--- config.mk ---
export PLATFORM = sky130hd
export DESIGN_NAME = serial_adder
export DESIGN_NICKNAME = d
export VERILOG_FILES = /design/src/rtl/serial_adder_pkg.sv /design/src/rtl/serial_adder_fa.sv /design/src/rtl/serial_adder.sv
export SDC_FILE = /design/constraint.sdc
export NUM_CORES = 1
export LEC_CHECK = 0
export BUFFER_PORTS_ARGS = -buffer_cell sky130_fd_sc_hd__buf_2
export CAP_MARGIN = 20
export CORE_UTILIZATION = 45
export CTS_BUF_LIST = sky130_fd_sc_hd__clkbuf_4 sky130_fd_sc_hd__clkbuf_8 sky130_fd_sc_hd__clkbuf_16
export DETAILED_ROUTE_END_ITERATION = 16
export PLACE_DENSITY = 0.67
export SLEW_MARGIN = 30
export SYNTH_ARGS = -nofsm -noshare
export SYNTH_HDL_FRONTEND = slang
export SYNTH_SLANG_ARGS = --single-unit
--- constraint.sdc ---
create_clock -name clk -period 3.45 [get_ports clk]
set_input_delay 0.345 -clock clk [delete_from_list [all_inputs] [get_ports clk]]
set_output_delay 0.345 -clock clk [all_outputs]
set_load 0.005 [all_outputs]
--- src/rtl/serial_adder_pkg.sv ---
// Shared definitions for the bit-serial arithmetic blocks: FSM encodings and sizing helpers.
// Any 2-bit code not listed in state_t is treated as IDLE by the consumers.
package serial_adder_pkg;

    typedef enum logic [1:0] {
        ST_IDLE = 2'd0,
        ST_RUN  = 2'd1,
        ST_DONE = 2'd2
    } state_t;

    // Bit counter needs at least one bit even for a single-bit datapath.
    function automatic int cnt_width(input int w);
        return (w > 1) ? $clog2(w) : 1;
    endfunction

endpackage

--- src/rtl/serial_adder_fa.sv ---
// Single-bit full adder cell; the only arithmetic in the serial adder datapath.
module full_adder (
    input  logic a,
    input  logic b,
    input  logic cin,
    output logic sum,
    output logic ca
);

    assign sum = a ^ b ^ cin;
    assign ca  = (a & b) | (a & cin) | (b & cin);

endmodule

--- src/rtl/serial_adder.sv ---
// Bit-serial WIDTH-bit adder: one full_adder cell reused LSB-first over WIDTH cycles,
// with a start/done handshake and registered sum/cout that hold the last completed result.
module serial_adder
    import serial_adder_pkg::*;
#(
    parameter int WIDTH = 8
) (
    input  logic             clk,
    input  logic             rst,
    input  logic             start,
    input  logic [WIDTH-1:0] a,
    input  logic [WIDTH-1:0] b,
    input  logic             cin,
    output logic             busy,
    output logic             done,
    output logic [WIDTH-1:0] sum,
    output logic             cout
);

    localparam int CW = cnt_width(WIDTH);

    state_t           state;
    state_t           next_state;
    logic [WIDTH-1:0] a_sr;
    logic [WIDTH-1:0] b_sr;
    logic [WIDTH-1:0] acc;
    logic [WIDTH-1:0] acc_next;
    logic [CW-1:0]    cnt;
    logic             carry;
    logic             fa_sum;
    logic             fa_ca;
    logic             accept;
    logic             last_bit;

    full_adder fa (
        .a   (a_sr[0]),
        .b   (b_sr[0]),
        .cin (carry),
        .sum (fa_sum),
        .ca  (fa_ca)
    );

    // Start is honoured in every state except RUN (the unused code 3 behaves as IDLE).
    assign accept   = start && (state != ST_RUN);
    assign last_bit = (cnt == CW'(WIDTH - 1));
    assign acc_next = WIDTH'({fa_sum, acc} >> 1);

    always_ff @(posedge clk) begin
        if (rst) begin
            state <= ST_IDLE;
        end else begin
            state <= next_state;
        end
    end

    always_comb begin
        next_state = ST_IDLE;
        case (state)
            ST_RUN:  next_state = last_bit ? ST_DONE : ST_RUN;
            default: next_state = start ? ST_RUN : ST_IDLE;
        endcase
    end

    always_comb begin
        busy = 1'b0;
        done = 1'b0;
        case (state)
            ST_RUN:  busy = 1'b1;
            ST_DONE: done = 1'b1;
            default: ;
        endcase
    end

    // Sum bits enter at the MSB so that after WIDTH shifts bit 0 lands at the LSB.
    always_ff @(posedge clk) begin
        if (rst) begin
            a_sr  <= '0;
            b_sr  <= '0;
            acc   <= '0;
            cnt   <= '0;
            carry <= 1'b0;
            sum   <= '0;
            cout  <= 1'b0;
        end else if (accept) begin
            a_sr  <= a;
            b_sr  <= b;
            acc   <= '0;
            cnt   <= '0;
            carry <= cin;
        end else if (state == ST_RUN) begin
            a_sr  <= a_sr >> 1;
            b_sr  <= b_sr >> 1;
            acc   <= acc_next;
            carry <= fa_ca;
            cnt   <= cnt + 1'b1;
            if (last_bit) begin
                sum  <= acc_next;
                cout <= fa_ca;
            end
        end
    end

endmodule
== After elaboration in Yosys (flattened, before gate mapping) ==
Cells that the tools add are included.
Storage, ports and cells
  register bits: 39
  output and inout port bits: 11
Operators by class
  equal/unequal tests: 4
  reductions and logical operators: 4
  $add $sub $neg: 1
  muxes and demuxes: 11
  bitwise logic cells: 8
Operator list (number)
  two-way mux 8 bit: 4
  two-way mux 1 bit: 5
  two-way mux 2 bit: 2
  adder 3 x 1 -> 3 bit, second input constant: 1
  bitwise AND 1 bit: 3
  equality test 3 bit, second input constant: 1
  AND reduction 3 bit: 1
  equality test 2 x 1 -> 1 bit, second input constant: 1
  equality test 2 bit, second input constant: 1
  inequality test 2 x 1 -> 1 bit, second input constant: 1
  bitwise OR 1 bit: 2
  nonzero test 2 bit: 1
  OR reduction 2 bit: 1
  XOR 1 bit: 2
  logical AND 1 bit: 1
  NOT 1 bit: 1

== Logic depth before layout (Yosys ltp) ==
  depth in word-level cells: 5
  depth in mapped cells: 6
  gate-level depth less buffers: 5

== Modules after synthesis ==
From an unflattened synthesis, not the netlist that was laid out.
Unflattened totals
  cell total of the unflattened synthesis: 170
  area, all modules: 1604.0 um2
Modules (own cells, without submodules)
  serial_adder: cells each 169, instances 1, area each 1584.0 um2
  full_adder: cells each 1, instances 1, area each 20.0 um2

== Least setup slack after synthesis ==
No wires, ideal clock.
  kind: register -> register
  from: register cnt[0]
  to: register sum[7]
  setup slack: 2.237 ns
  setup time: 0.120 ns
  clock period less this slack: 1.213 ns
  arrival: 1.093 ns
  path buffers: 1
  data required time: 3.330 ns
  stages on the path, launching flop included: 7
  cells stage by stage: dfxtp_1 ha_1 ha_1 and3b_1 buf_2 nand2_1 a21oi_1
On the way
  longest elaborated chain between the ends: 2
Ends and longest elaborated chain
  start, declared: RTL line serial_adder.sv:28  | logic [CW-1:0] cnt;
  start signal, assigned: RTL line serial_adder.sv:95  | cnt <= cnt + 1'b1;
  equality test 3 bit: RTL line serial_adder.sv:45  | assign last_bit = (cnt == CW'(WIDTH - 1));
  via last_bit: RTL line serial_adder.sv:33  | logic last_bit;
  AND reduction 3 bit (no source line)
  end signal, assigned: RTL line serial_adder.sv:97  | sum <= acc_next;
  end, declared: RTL line serial_adder.sv:16  | output logic [WIDTH-1:0] sum,
The timed path passes the listed nets, and every way through them passes these cells.
A chain may end at the register's enable or synchronous reset.

== Worst setup path in the final report ==
  from: register state[0]
  to: output port busy
On the way
  longest elaborated chain between the ends: 2
Ends and longest elaborated chain
  start, declared: RTL line serial_adder.sv:22  | state_t state;
  start signal, assigned: RTL line serial_adder.sv:52  | state <= next_state;
  equality test 2 x 1 -> 1 bit: RTL line serial_adder.sv:67  | case (state)
  two-way mux 1 bit: RTL line serial_adder.sv:67
  end, declared: RTL line serial_adder.sv:14  | output logic busy,
Every way passes these cells.

==> metrics.md <==
| Metric | Value |
|---|---|
| WHS Path Cells | 3 |
| Crit path max fanout | 41 |
| R2R depth | 4 |
| CTS tree | built |
| Total number of vias | 1199 |
| Via density | 5.00 |
| Clk buf depth | 2 |
| Clk_lat worst skew | 0.34 ns |
| Slew HR | 58.4% |
| Row count | 21 |
| Leak | 0.766 nW |
| Total clock buffers created by CTS | 5 |
| Clk sink count | 38 |
| First-iteration detailed-routing DRC count | 32 |
| Synth area leader | dfxtp_1 |
| EDFF count, synth | 0 |
| Fill cells | 329 |
| Clk pin slew, worst setup/hold paths | 0.11 ns |
| Slew Viols, Final | 0 |
| PD cells | 477 nW/um^2 |
| Slew at the pin closest to its max-slew limit | 0.624 ns |
| Fmax | 0.524 GHz |
| Placed wire-length estimate | 1.96 mm |
| Clk root buf | clkbuf_4 |
| Pre-CTS setup slack | 1.92 ns |
| Reg-to-reg setup timing slack | 2.02 ns |
| Vias in the first global route | 1149 |
| Count leader, synth | dfxtp_1 |
| Final RePlAce weighted congestion | 0.715 |
| Peak VDD IR | 0.000304 V |
| Area share of the largest cell type after synthesis | 47.3% |
| Final core occ | 53.3% |
| Total power draw | 0.862 mW |
| Clk_skew | 0.0124 ns |
| Synth area leaders | dfxtp_1, mux2i_1, nand2_1 |
| Fin Setup TNS | 0 ns |
| Synthesized instance count | 168 |
| # diodes | 0 |
| Post-CTS Hold Buffers | 0 |
| TritonRoute pass-1 iters | 4 |
| Synth cell count leaders | dfxtp_1, nand2_1, a21oi_1, nor2_1, mux2i_1 |
| FFs w/ async S/R, synth | 0% |
| Layout cell share with drive strength beyond 1 | 25.8% |
| Nets | 217 |
| RSZ-0062 raised after global routing | false |
| Register area share after synthesis | 47.3% |
| Syn. warnings | 0 |
| Min-delay worst type | input port to register |
| DR WL/cell | 11.9 um |
| Mapped Avg Cell Area | 9.58 sq um |
| Die area | 3820 sq um |
| Mapped Nets | 192 |
| R2R Path End | state[0]$_SDFF_PP0_ |
| Postcts setup bufs | 0 |
| Grt total ovfl | 0 |
| Port Buffers | 30 |
| Max-Cap Viols | 0 |
| Detail Route Antenna Nets | 0 |
| Final worst setup slack | 1.54 ns |
| GRT Util Overall | 17.2% |
| RR Startpoint | state[0]$_SDFF_PP0_ |
| Die height | 61.8 um |
| Main synth FF type | dfxtp_1 |
| Hold wc startpoint | a[7] |
| DRT Wirelength | 2.86 mm |
| Req. time, crit path | 3.11 ns |
| Hold Path Sink | a_sr[7]$_SDFFE_PP0P_ |
| # IOs | 31 |
| Startpoint Class | register |
| Initial Util | 47.5% |
| # H-tree levels | 2 |
| Placeable Area | 3390 sq um |
| Tcrit/Tclk final | 55.4% |
| Antenna violations before repair | 0 |
| CTS resizes | 0 |
| Global-route wire length before repair | 4.72 mm |
| Area Growth Syn to Fin | 12.4% |
| Critical Path Sink Type | primary output |
| Critical Path AT | 1.56 ns |
| Fin. Hold Viols | 0 |
| Status | finished, final reports clean |
| # setup viols final | 0 |
| Clock period minus final worst setup slack | 1.91 ns |
| Pin count of the biggest net entering global routing | 42 |
| Yosys reg bits | 38 |
| Die width | 61.8 um |
| Worst Setup Path Type | register to primary output |
| Combined area of all synthesized cells | 1610 sq um |
| Number of remaining DRC errors | 0 |
| Yosys cell types | 21 |
==> worst max-delay path, stage by stage, from the launching register on <==
cell and delay (ns):
dfxtp_1 0.43, nand2b_4 0.30, inv_2 0.33, buf_2 0.17
==> logic make-up (layout without fill, tap and decap cells) <==
group                    count (synthesis)  count (layout)  synth area share [%]
multiplexers                            17              17                  10.6
XOR/XNOR                                 1               1                 0.544
AO/OA/AOI/OAI                           35              35                  16.6
adder cells (fa/ha/maj)                  4               4                  3.58
AND/OR/NAND/NOR                         60              60                  15.5
buffers and inverters                   13              39                  5.91
flip-flops                              38              38                  47.3
==> how the worst max path moves through the flow <==
stage / from / endpoint / slack, ns / cells past startpoint
floorplan: cnt[0]$_SDFFE_PP0N_ / sum[7]$_SDFFE_PP0P_ / 2.24 / 6
global placement: state[0]$_SDFF_PP0_ / busy / 1.97 / 3
detailed placement: state[0]$_SDFF_PP0_ / busy / 1.92 / 3
CTS: state[0]$_SDFF_PP0_ / busy / 1.52 / 3
global route: state[0]$_SDFF_PP0_ / busy / 1.39 / 3
finish: state[0]$_SDFF_PP0_ / busy / 1.54 / 3
==> through the flow <==
step	std cells	hold WS (ns)	cell area, sq um
2_1_floorplan	168	0.432	1610
3_3_place_gp	232	0.444	1730
3_5_place_dp	232	0.446	1730
4_1_cts	240	0.298	1810
5_1_grt	240	0.316	1810
6_report	240	0.296	1810
==> where the power goes <==
group          switching [mW]  internal, mW
sequential             0.0113         0.458
combinational          0.0504        0.0376
clock                   0.136         0.170
==> state kept, by name, indices dropped and copies added (netlist names) <==
register  flops
cout          1
b_sr          8
cnt           3
carry         1
sum           8
state         2
acc           7
a_sr          8
==> final cells by class <==
type | instances | area [sq um] | area share [%]
inverter | 1 | 3.75 | 0.208
timing repair buffer | 30 | 150 | 8.30
clock buffer | 7 | 52.6 | 2.91
clock inverter | 1 | 30.0 | 1.66
multi-input combinational | 117 | 753 | 41.7
sequential | 38 | 761 | 42.1
tap | 46 | 57.6 | 3.18
==> cells in the final DEF, fill, tap and decap left out, types with 2 or more instances in the layout <==
master    synthesis  layout
a211oi_1          6       6
a211oi_2         10      10
a21oi_1          18      18
buf_2             7      30
clkbuf_4          0       7
dfxtp_1          38      38
ha_1              3       3
mux2i_1          17      17
nand2_1          36      36
nor2_1           18      18
nor3_1            2       2
==> per-layer routing <==
metal  up-vias  GRT usage [%]  routed length, um
li1        621              -                  -
met1       548           19.9               1310
met2        23           28.9               1390
met3         7           4.35                100
met4         0           10.2                 63
met5         -              0                  0
(Power assumes the default switching activity.)
